$ cat src/rtl/bp_fe_ras_pkg.sv
// Shared front-end types for the return address stack: checkpoint struct
// declaration macro and the per-cycle stack operation encoding.
`define BP_FE_RAS_CKPT_DECLARE_S(cnt_width_mp, ptr_width_mp) \
    typedef struct packed { \
        logic [(cnt_width_mp)-1:0] cnt; \
        logic [(ptr_width_mp)-1:0] tos; \
    } bp_fe_ras_ckpt_s

package bp_fe_pkg;

    localparam int unsigned ras_els_default_lp = 8;

    // Default-geometry checkpoint, embedded by the branch metadata fwd struct
    `BP_FE_RAS_CKPT_DECLARE_S($clog2(ras_els_default_lp + 1), $clog2(ras_els_default_lp));

    typedef enum logic [2:0] {
        e_ras_idle,
        e_ras_clear,
        e_ras_restore,
        e_ras_push,
        e_ras_pop,
        e_ras_swap
    } bp_fe_ras_op_e;

endpackage

$ cat src/rtl/bp_fe_ras_mem.sv
// Return address storage: one synchronous write port, one asynchronous read port.
module bsg_mem_1r1w #(
    parameter int width_p = 39,
    parameter int els_p   = 8,
    localparam int addr_width_lp = $clog2(els_p)
) (
    input  logic                     w_clk_i,
    input  logic                     w_v_i,
    input  logic [addr_width_lp-1:0] w_addr_i,
    input  logic [width_p-1:0]       w_data_i,
    input  logic [addr_width_lp-1:0] r_addr_i,
    output logic [width_p-1:0]       r_data_o
);
    logic [width_p-1:0] r_mem [els_p];

    always_ff @(posedge w_clk_i) begin
        if (w_v_i) r_mem[w_addr_i] <= w_data_i;
    end

    assign r_data_o = r_mem[r_addr_i];
endmodule

$ cat src/rtl/bp_fe_ras.sv
// Return address stack: circular entry buffer with top pointer and saturating
// occupancy count, checkpoint/restore of {count, tos}, and synchronous flush.
module bp_fe_ras
    import bp_fe_pkg::*;
#(
    parameter int vaddr_width_p = 39,
    parameter int ras_els_p     = 8,
    localparam int ptr_width_lp = $clog2(ras_els_p),
    localparam int cnt_width_lp = $clog2(ras_els_p + 1)
) (
    input  logic                                clk_i,
    input  logic                                reset_n_i,
    input  logic                                clear_i,
    input  logic                                push_v_i,
    input  logic [vaddr_width_p-1:0]            push_addr_i,
    input  logic                                pop_v_i,
    output logic                                top_v_o,
    output logic [vaddr_width_p-1:0]            top_addr_o,
    output logic [ptr_width_lp+cnt_width_lp-1:0] ckpt_o,
    input  logic                                restore_v_i,
    input  logic [ptr_width_lp+cnt_width_lp-1:0] restore_ckpt_i
);
    `BP_FE_RAS_CKPT_DECLARE_S(cnt_width_lp, ptr_width_lp);

    localparam logic [cnt_width_lp-1:0] max_cnt_lp = cnt_width_lp'(ras_els_p);

    logic [ptr_width_lp-1:0]  r_tos;
    logic [cnt_width_lp-1:0]  r_cnt;
    bp_fe_ras_op_e            w_op;
    bp_fe_ras_ckpt_s          w_restore;
    logic [cnt_width_lp-1:0]  w_restore_cnt;
    logic [ptr_width_lp-1:0]  w_tos_inc;
    logic                     w_mem_we;
    logic [ptr_width_lp-1:0]  w_mem_waddr;
    logic [vaddr_width_p-1:0] w_mem_rdata;

    assign w_tos_inc     = r_tos + ptr_width_lp'(1);
    assign w_restore     = bp_fe_ras_ckpt_s'(restore_ckpt_i);
    assign w_restore_cnt = (w_restore.cnt > max_cnt_lp) ? max_cnt_lp : w_restore.cnt;

    // Priority clear > restore > push/pop; an empty pop is folded into idle
    always_comb begin
        w_op = e_ras_idle;
        if (clear_i)                        w_op = e_ras_clear;
        else if (restore_v_i)               w_op = e_ras_restore;
        else if (push_v_i && pop_v_i)       w_op = e_ras_swap;
        else if (push_v_i)                  w_op = e_ras_push;
        else if (pop_v_i && (r_cnt != '0))  w_op = e_ras_pop;
    end

    always_ff @(posedge clk_i or negedge reset_n_i) begin
        if (!reset_n_i) begin
            r_tos <= '0;
            r_cnt <= '0;
        end else begin
            case (w_op)
                e_ras_clear: begin
                    r_tos <= '0;
                    r_cnt <= '0;
                end
                e_ras_restore: begin
                    r_tos <= w_restore.tos;
                    r_cnt <= w_restore_cnt;
                end
                e_ras_swap: begin
                    if (r_cnt == '0) r_cnt <= cnt_width_lp'(1);
                end
                e_ras_push: begin
                    r_tos <= w_tos_inc;
                    if (r_cnt != max_cnt_lp) r_cnt <= r_cnt + cnt_width_lp'(1);
                end
                e_ras_pop: begin
                    r_tos <= r_tos - ptr_width_lp'(1);
                    r_cnt <= r_cnt - cnt_width_lp'(1);
                end
                default: ;
            endcase
        end
    end

    // Storage is unreset; writes are simply blocked while reset is held
    assign w_mem_we    = reset_n_i && ((w_op == e_ras_push) || (w_op == e_ras_swap));
    assign w_mem_waddr = (w_op == e_ras_swap) ? r_tos : w_tos_inc;

    bsg_mem_1r1w #(
        .width_p (vaddr_width_p),
        .els_p   (ras_els_p)
    ) u_mem (
        .w_clk_i  (clk_i),
        .w_v_i    (w_mem_we),
        .w_addr_i (w_mem_waddr),
        .w_data_i (push_addr_i),
        .r_addr_i (r_tos),
        .r_data_o (w_mem_rdata)
    );

    assign top_v_o    = (r_cnt != '0);
    assign top_addr_o = top_v_o ? w_mem_rdata : '0;
    assign ckpt_o     = {r_cnt, r_tos};
endmodule

$ cat config.mk
export PLATFORM = sky130hd
export DESIGN_NAME = bp_fe_ras
export DESIGN_NICKNAME = d
export VERILOG_FILES = /design/src/rtl/bp_fe_ras_pkg.sv /design/src/rtl/bp_fe_ras_mem.sv /design/src/rtl/bp_fe_ras.sv
export SDC_FILE = /design/constraint.sdc
export NUM_CORES = 1
export LEC_CHECK = 0
export CORE_MARGIN = 8
export CORE_UTILIZATION = 30
export CTS_CLUSTER_SIZE = 40
export DETAILED_ROUTE_END_ITERATION = 16
export PLACE_DENSITY_LB_ADDON = 0.05
export SETUP_SLACK_MARGIN = 0.02
export SYNTH_ARGS = -nofsm -noshare
export SYNTH_HDL_FRONTEND = slang
export SYNTH_HIERARCHICAL = 1
export SYNTH_SLANG_ARGS = --single-unit
$ cat constraint.sdc
create_clock -name clk_i -period 6.24 [get_ports clk_i]
set_clock_uncertainty 0.2 [all_clocks]
set_input_delay 1.872 -clock clk_i [delete_from_list [all_inputs] [get_ports clk_i]]
set_output_delay 1.872 -clock clk_i [all_outputs]
set_load 0.01 [all_outputs]
* Word level (Yosys, flattened, before mapping)
Memories as Yosys holds them, arrays and structs flattened.
Cells that the tools add are included.
** Storage, ports and cells
- Bits in registers :: 7
- Memory bits (writable) :: 312
- Output and inout bits :: 47
- Logic and storage cells :: 39
- Memories kept :: 1
** Memory list
- u_mem.r_mem :: words 8, width 39, rd ports 1, clocked after Yosys merged registers in 0, wr ports 1, line bp_fe_ras_mem.sv:14 : logic [width_p-1:0] r_mem [els_p];
** Cells by class
- $add $sub $neg :: 4
- Order comparisons :: 1
- Eq/ne operators :: 8
- Multiplexer cells :: 14
- Reduce and logical (&&, ||, !) cells :: 9
** Operator list (number)
- 39-bit 2-to-1 mux :: 1
- 4-bit case mux with 5 select lines :: 1
- 3-bit 2-to-1 mux :: 6
- 4-bit 2-to-1 mux :: 3
- 3-bit case mux with 4 select lines :: 1
- 4-bit nonzero test :: 2
- 3-bit by 2-bit == test with 1-bit output, second input constant :: 2
- 3-bit == test, second input constant :: 2
- 5-bit nonzero test :: 1
- 4-bit by 1-bit adder with 4-bit output, second input constant :: 1
- 4-bit > comparator, second input constant :: 1
- 4-bit logical NOT :: 1
- 2-bit inequality test, second input constant :: 2
- 4-bit inequality test, second input constant :: 1
- 4-bit by 1-bit subtractor with 4-bit output, second input constant :: 1
- 3-bit by 1-bit adder with 3-bit output, second input constant :: 1
- 3-bit by 1-bit == test with 1-bit output, second input constant :: 1
- 1-bit logical AND :: 3
- 3-bit AND reduction :: 1
- 3-bit by 1-bit subtractor with 3-bit output, second input constant :: 1
- 1-bit 2-to-1 mux :: 2
- 1-bit logical OR :: 1

* Logic depth before layout (Yosys ltp)
Gate-level depths: netlist of the first run.
- Depth after elaboration :: 12
- Mapped depth :: 11
- Depth with buffers taken out :: 10

* Hierarchy
Netlist of the first run, hierarchy kept.
** By module, submodules not included
- bsg_mem_1r1w :: times used 1, cells an instance 464, area an instance 11848.9 µm²
- bp_fe_ras :: times used 1, cells an instance 136, area an instance 1011.0 µm²

* Worst setup path before layout of the first run
Ideal clock, no wire load.
- Kind :: input-to-reg
- Start :: input restore_v_i
- End :: memory u_mem.r_mem[0][0], enable pin
- Library setup time :: 484 ps
- Arrival :: 5607 ps
- Slack :: -50 ps
- Stages :: 7
- Cells stage by stage :: clkbuf_1 > nor2_1 > and3_1 > nand2b_1 > xnor2_1 > nand2b_1 > nor3_1
** On the way
- Elaborated cells between the ends (all ways) :: 9
** RTL lines
- from (decl) :: line bp_fe_ras.sv:20 : input logic restore_v_i,
- 3-bit 2-to-1 mux :: line bp_fe_ras.sv:45 : else if (restore_v_i) w_op = e_ras_restore;
- 3-bit 2-to-1 mux :: line bp_fe_ras.sv:44 : if (clear_i) w_op = e_ras_clear;
- 3-bit == test :: line bp_fe_ras.sv:83 : assign w_mem_waddr = (w_op == e_ras_swap) ? r_tos : w_tos_inc;
- 3-bit 2-to-1 mux :: line bp_fe_ras.sv:83
- net w_mem_waddr[2] :: line bp_fe_ras.sv:34 : logic [ptr_width_lp-1:0] w_mem_waddr;
- to (decl) :: line bp_fe_ras_mem.sv:14
The timed path passes the listed nets, and every way through them passes these cells.

* Worst setup path after layout of the first run
- Start :: register r_tos[0]
- End :: output top_addr_o[17]
** On the way
- Longest elaborated chain between the ends :: 2
** Ends and longest elaborated chain
- from (decl) :: line bp_fe_ras.sv:27 : logic [ptr_width_lp-1:0] r_tos;
- from (signal assigned) :: line bp_fe_ras.sv:62 : r_tos <= w_restore.tos;
- from (signal assigned) :: line bp_fe_ras.sv:69 : r_tos <= w_tos_inc;
- from (signal assigned) :: line bp_fe_ras.sv:73 : r_tos <= r_tos - ptr_width_lp'(1);
- memory read 8 x 39 bit
- net w_mem_rdata[17] :: line bp_fe_ras.sv:35 : logic [vaddr_width_p-1:0] w_mem_rdata;
- 39-bit 2-to-1 mux :: line bp_fe_ras.sv:98 : assign top_addr_o = top_v_o ? w_mem_rdata : '0;
- to (decl) :: line bp_fe_ras.sv:18 : output logic [vaddr_width_p-1:0] top_addr_o,
The timed path passes the listed nets, and every way through them passes these cells.

==> results of run 1 <==
-- power groups by stage --
| stage | Clock [mW] | Sequential (mW) | Combinational (mW) |
|---|---|---|---|
| floorplan | 0 | 2.42 | 0.258 |
| global placement | 0 | 2.44 | 0.442 |
| detailed placement | 0 | 2.45 | 0.444 |
| CTS | 2.04 | 2.40 | 0.446 |
| global route | 2.10 | 2.40 | 0.468 |
| finish | 1.96 | 2.40 | 0.432 |
-- sequential cells by signal, indices dropped and copies added, names as in the netlist --
signal       cells
r_tos            3
u_mem/r_mem    312
r_cnt            4
-- synthesized netlist by cell type, types with 3 or more instances --
cell type / instances
nor3_1: 6
inv_1: 8
dfrtp_1: 7
buf_12: 3
mux2_2: 20
nor2_1: 12
o21ai_0: 3
nand2b_1: 6
buf_2: 9
a21oi_1: 6
clkbuf_1: 17
ha_1: 4
and2_1: 40
edfxtp_1: 312
nand2_1: 9
nor2b_1: 4
xnor2_1: 3
mux4_2: 78
nand3_1: 5
mux2_4: 20
-- metal layers --
layer  vias to the layer above  global-route usage, %  wire length (um)
met1                      3256                   16.2             13700
met5                         -                      0                 0
li1                       2716                      -                 -
met4                         0                   3.61               644
met2                       135                   19.3             14200
met3                        48                   2.34              1210
-- worst max-delay path: cells and delay by family (launching register included) --
kind / cells / cell delay (ns)
simple gates: 1 / 0.14
flops: 1 / 0.54
buf+inv: 2 / 0.88
mux: 2 / 0.87
-- cell usage in the layout, fill, tap and decap left out, drive strengths merged, types with 2 or more instances in the layout --
cell type,n
a21oi,6
a22o,2
a32o,2
and2,40
and3,2
buf,17
bufinv,2
clkbuf,42
clkdlybuf4s50,98
clkinv,17
dfrtp,7
edfxtp,312
ha,4
inv,8
mux2,41
mux2i,2
mux4,78
nand2,9
nand2b,6
nand3,5
nor2,12
nor2b,4
nor3,6
nor4,2
o21ai,3
o31a,2
xnor2,3
-- worst paths after layout --
path                                            from                            to  slack [ns]
worst max-delay path            r_tos[0]$_DFFE_PN0P_                top_addr_o[17]        1.21
worst min-delay path            r_cnt[1]$_DFFE_PN0P_          r_cnt[1]$_DFFE_PN0P_        0.55
worst max register to register  r_tos[1]$_DFFE_PN0P_  u_mem/r_mem[5][16]$_DFFE_PP_        2.65
worst min register to register  r_cnt[1]$_DFFE_PN0P_          r_cnt[1]$_DFFE_PN0P_        0.55
max in group asynchronous                  reset_n_i          r_tos[2]$_DFFE_PN0P_        4.02
min in group asynchronous                  reset_n_i          r_tos[0]$_DFFE_PN0P_        1.48
-- cell type report --
class	count	area (sq um)	share of cell area (%)
antenna	1	2.50	0.0160
clock buffer	42	945	6.02
clock inverter	20	138	0.877
inverter	8	30.0	0.191
multi-input combinational	242	3160	20.2
sequential	319	9560	60.9
tap	546	683	4.36
timing repair buffer	115	1170	7.47
-- kinds of logic after synthesis --
group / count (synthesis) / synth area share, %
xor+xnor: 3 / 0.204
buf+inv: 39 / 1.72
mux: 121 / 18.0
flops: 319 / 74.2
simple gates: 89 / 3.90
fa+ha+maj: 5 / 0.545
compound gates: 24 / 1.42
==> results.tsv, run 1 <==
metric	value	unit
share of power burned in registers	50.1	%
library cell with the largest summed area after synthesis	edfxtp_1	
cell-by-cell trace of the critical path	buf_4, mux4_2, mux2_2, and2_1, clkdlybuf4s50_1	
ratio of routed vias to standard cells	4.76	
Post-CTS Setup Inserts	0	
average wire length per cell after detail routing	23.0	um
number of antenna violations at the first check in global routing	0	
core utilization of the finished layout	36.7	%
EDFF count, synth	312	
flop and latch count out of synthesis	319	
top-level port count	99	
clock latency on the worst-skew pair	0.51	ns
GRT Total Usage	12.0	%
netlist area before placement	0.0129	sq mm
number of H-tree levels	2	
result of the run	finished, final reports clean	
total number of vias	6155	
sequential element share of the synthesized area	74.2	%
crit path time final	5.03	ns
number of distinct library cells after synthesis	42	
switching share of power	21.4	%
P_sw	1.03	mW
Layout Cells excl Fill	1293	
element type at the critical path start	register	
Comb pwr share	9.0	%
headroom to the max-slew limit	35.5	%
final number of max-transition violations	0	
VDD IR-drop max	0.143	mV
cells on worst reg2reg path	6	
Final Net Count	780	
remaining number of nets flagged by the antenna check after routing	0	
count of fill cells added during filler insertion	3928	
area enclosed by the die boundary	0.0497	sq mm
Finish-stage setup viols	0	
number of buffers on the longest clock path	3	
critical path type	register to output port	
Setup WS post-layout	1.21	ns
number of cells upsized or downsized after cts	0	
main area contributors after synthesis	edfxtp_1 73%, mux4_2 14%, mux2_4 2.3%, and2_1 1.9%, mux2_2 1.8%	
synthesized area divided by synthesized cell count	21.4	sq um
register clock-pin slew on the reported worst setup and hold paths	0.06	ns
actual slew at the worst max-slew pin	0.967	ns
worst slack at placement	0.980	ns
routability-driven placement congestion ratio	0.767	
Hold/Removal Path Class	register to register	
pwr/cell area	305	mW/mm^2
CTS Sinks	319	
clk root buf	clkbuf_16	
number of core rows	76	
static power due to leakage	4.91	nW
number of placed instances with taps included	1230	
kind of end point of the critical path	output port	
Period Utilization, post-route	80.7	%
Fin. Hold Viols	0	
Clock Power Share	40.9	%
maximum number of pins on one net before global-route repair	45	
required time of the worst setup path	4.17	ns
total power	4.79	mW
count of hold-fix buffers inserted at cts	0	
most used flip-flop cell after synthesis	edfxtp_1	
TritonCTS clock tree	built	
FMAX	199	MHz
hold slack	0.554	ns
Port Buf Inserts	98	
count of maximum capacitance violations	0	
Min-Delay Path Depth	1	
aggregate global routing overflow	0	
HPWL after detailed placement	17.6	mm
number of warnings reported in the yosys synthesis log	6	
CORE AREA	0.0427	sq mm
proportion of layout cells with a drive suffix above 1	26.0	%
DRC errors left	0	
portion of synthesized cell area occupied by the leading cell type	72.9	%
DRT iter0 DRCs	333	
clock buffer count from CTS	37	
arrival time reported for the critical path endpoint	2.96	ns
Internal Pwr Total	3.76	mW
net count after synthesis	657	
fraction of synthesis flops using an asynchronous set or reset pin	2.19	%
area growth from synthesis to layout	22.0	%
vias in the first global route	6917	
cell with the largest stage delay on the worst path	mux4_2	
critical path fanouts, max	18	
Non-Filler Cell Area, Final	0.0157	sq mm
Starting Density	30.1	%
total routed wirelength	29.8	mm
synthesized instance count	600	
unrepaired setup endpoints after global routing	no	
height of the chip	223	um
first drt pass iteration count	4	
delay contributed by the slowest stage of the critical path	0.56	ns
Horiz. Die Dim	223	um
Area after DPL	0.0146	sq mm
first-pass GRT wire length	44.9	mm
Setup Total Neg Slack	0	ns
Note: power is estimated with default switching activity, not from simulation.
==> run 2, diff against run 1 <==
- clock period: 6.24 -> 4.2 ns (I/O delays scaled with it)
==> run 2 against run 1 <==
Net effect: wire length increased by 4.9%; final area increased by 4.0%; via count increased by 3.1%; largest power group unchanged; critical path depth increased by 2; utilization increased by 1.5 points.
==> results.tsv, run 2 (synthesis results as in run 1) <==
metric	value	unit	change
result of the run	finished, final reports clean		
crit path time final	4.11	ns	
critical path fanouts, max	12		-6
actual slew at the worst max-slew pin	0.648	ns	-0.320 ns
total routed wirelength	31.2	mm	+4.9%
FF+latch area	0.00956	sq mm	unchanged
routability-driven placement congestion ratio	0.753		-1.8%
Area after DPL	0.0149	sq mm	+2.4%
count of maximum capacitance violations	0		unchanged
setup slack of the most critical reg-to-reg path	1.13	ns	-1.52 ns
number of antenna violations at the first check in global routing	4		+4
register containing the most flip-flops in the final layout	u_mem/r_mem		
cell family with most CP delay	buffers and inverters		
DRT iter0 DRCs	359		+7.8%
GRT Total Usage	12.4	%	+0.46 points
most common cell after layout, fill and taps aside	edfxtp_1		
VDD IR-drop max	0.269	mV	+88%
max FFs per register	312		unchanged
Final Net Count	815		+4.5%
number of placed instances with taps included	1248		+1.5%
area growth from synthesis to layout	26.8	%	
remaining number of nets flagged by the antenna check after routing	0		unchanged
Fin. Hold Viols	0		unchanged
maximum number of pins on one net before global-route repair	62		+38%
CTS Sinks	319		unchanged
aggregate global routing overflow	0		unchanged
Non-Filler Cell Area, Final	0.0163	sq mm	+4.0%
first-pass GRT wire length	46.4	mm	+3.3%
proportion of layout cells with a drive suffix above 1	29.6	%	+3.6 points
headroom to the max-slew limit	56.5	%	+21 points
Port Buf Inserts	98		unchanged
delay contributed by the slowest stage of the critical path	0.53	ns	-0.03 ns
arrival time reported for the critical path endpoint	2.65	ns	-0.31 ns
static power due to leakage	5.37	nW	+9.3%
required time of the worst setup path	2.74	ns	-1.43 ns
Setup Total Neg Slack	0	ns	unchanged
critical path type	register to output port		
Period Utilization, post-route	97.8	%	
HPWL after detailed placement	18.1	mm	+2.8%
ratio of routed vias to standard cells	4.76		about the same
vias in the first global route	7014		+1.4%
average wire length per cell after detail routing	23.4	um	+1.8%
clock buffer count from CTS	38		+2.7%
number of buffers on the longest clock path	3		unchanged
Largest regs	u_mem/r_mem: 312 flops, r_cnt: 4 flops, r_tos: 3 flops		
top-level port count	99		unchanged
number of core rows	76		unchanged
kind of end point of the critical path	output port		
DRC errors left	0		unchanged
clk root buf	clkbuf_16		
CORE AREA	0.0427	sq mm	unchanged
final number of max-transition violations	0		unchanged
register clock-pin slew on the reported worst setup and hold paths	0.06	ns	about the same
cell-by-cell trace of the critical path	buf_12, buf_16, buf_12, mux4_2, mux2_2, and2_1, dlygate4sd2_1		
combined buffer and inverter count along the critical path	4		+2
total number of vias	6344		+3.1%
pwr/cell area	444	mW/mm^2	+45%
TritonCTS clock tree	built		
Hold/Removal Path Class	register to register		
height of the chip	223	um	unchanged
first drt pass iteration count	5		+1
Layout Cells excl Fill	1332		+3.0%
count of fill cells added during filler insertion	3850		-2.0%
unrepaired setup endpoints after global routing	yes		
leading cell types in the layout, fill and taps excluded	312 x edfxtp_1, 78 x mux4_2, 60 x clkdlybuf4s50_1		
count of antenna diodes in the layout	0		-1
area enclosed by the die boundary	0.0497	sq mm	unchanged
area taken by multi-input logic gates	0.00317	sq mm	+0.28%
Finish-stage setup viols	0		unchanged
count of hold-fix buffers inserted at cts	0		unchanged
Horiz. Die Dim	223	um	unchanged
element type at the critical path start	register		
number of H-tree levels	2		unchanged
Starting Density	30.1	%	unchanged
FMAX	243	MHz	
cell with the largest stage delay on the worst path	dfrtp_4		
clock latency on the worst-skew pair	0.51	ns	about the same
most frequent cell on the critical path	buf_12		
total power	7.23	mW	+51%
run 2: what timing repair did:
item / 4_1_cts / 5_1_grt
gates resized for setup: 42 / 5
pin swaps: 0 / 0
setup buffers: 6 / 8
endpoints found under the setup margin: 37 / 4
gates cloned: 1 / 1
run 2: worst paths after layout:
kind / startpoint / endpoint / depth (start not counted)
min reg2reg: r_cnt[1]$_DFFE_PN0P_ / r_cnt[1]$_DFFE_PN0P_ / 2
min in group asynchronous: reset_n_i / r_tos[2]$_DFFE_PN0P_ / 2
max reg2reg: r_cnt[0]$_DFFE_PN0P_ / r_cnt[3]$_DFFE_PN0P_ / 10
min: r_cnt[1]$_DFFE_PN0P_ / r_cnt[1]$_DFFE_PN0P_ / 2
max in group asynchronous: reset_n_i / r_tos[0]$_DFFE_PN0P_ / 2
max: r_tos[0]$_DFFE_PN0P_ / top_addr_o[9] / 7
run 2: area by class of cell:
class | instances | area share [%]
Multi-Input combinational cell | 242 | 19.4
Tap cell | 546 | 4.19
Sequential cell | 319 | 58.6
Clock buffer | 52 | 6.28
Timing Repair Buffer | 149 | 10.6
Clock inverter | 16 | 0.729
Inverter | 8 | 0.184
run 2: per-stage QoR:
step / hold slack, ns / setup WS (ns) / util (%)
finish: 0.547 / 0.0931 / 38.2
global route: 0.567 / 0.00918 / 38.2
CTS: 0.504 / -0.0732 / 37.8
detailed placement: 0.484 / 0.119 / 35.0
global placement: 0.479 / 0.201 / 35.0
floorplan: 0.472 / -0.515 / -
run 2: worst min-delay path, cell delays in order (launching register included):
cell and delay [ns]:
dfrtp_1 0.40, buf_4 0.18, a22o_1 0.13
run 2: power by group:
part           switching (mW)  internal, mW  total [mW]
combinational           0.330         0.372       0.702
sequential             0.0260          3.52        3.55
clock                    1.21          1.77        2.98
run 2: layer usage:
layer	up-vias	global-route usage [%]	share of wire, %
met5	-	0	0.038
met4	2	3.10	1.7
met3	43	3.05	5.0
met2	148	20.7	49
met1	3357	16.1	44
li1	2794	-	-
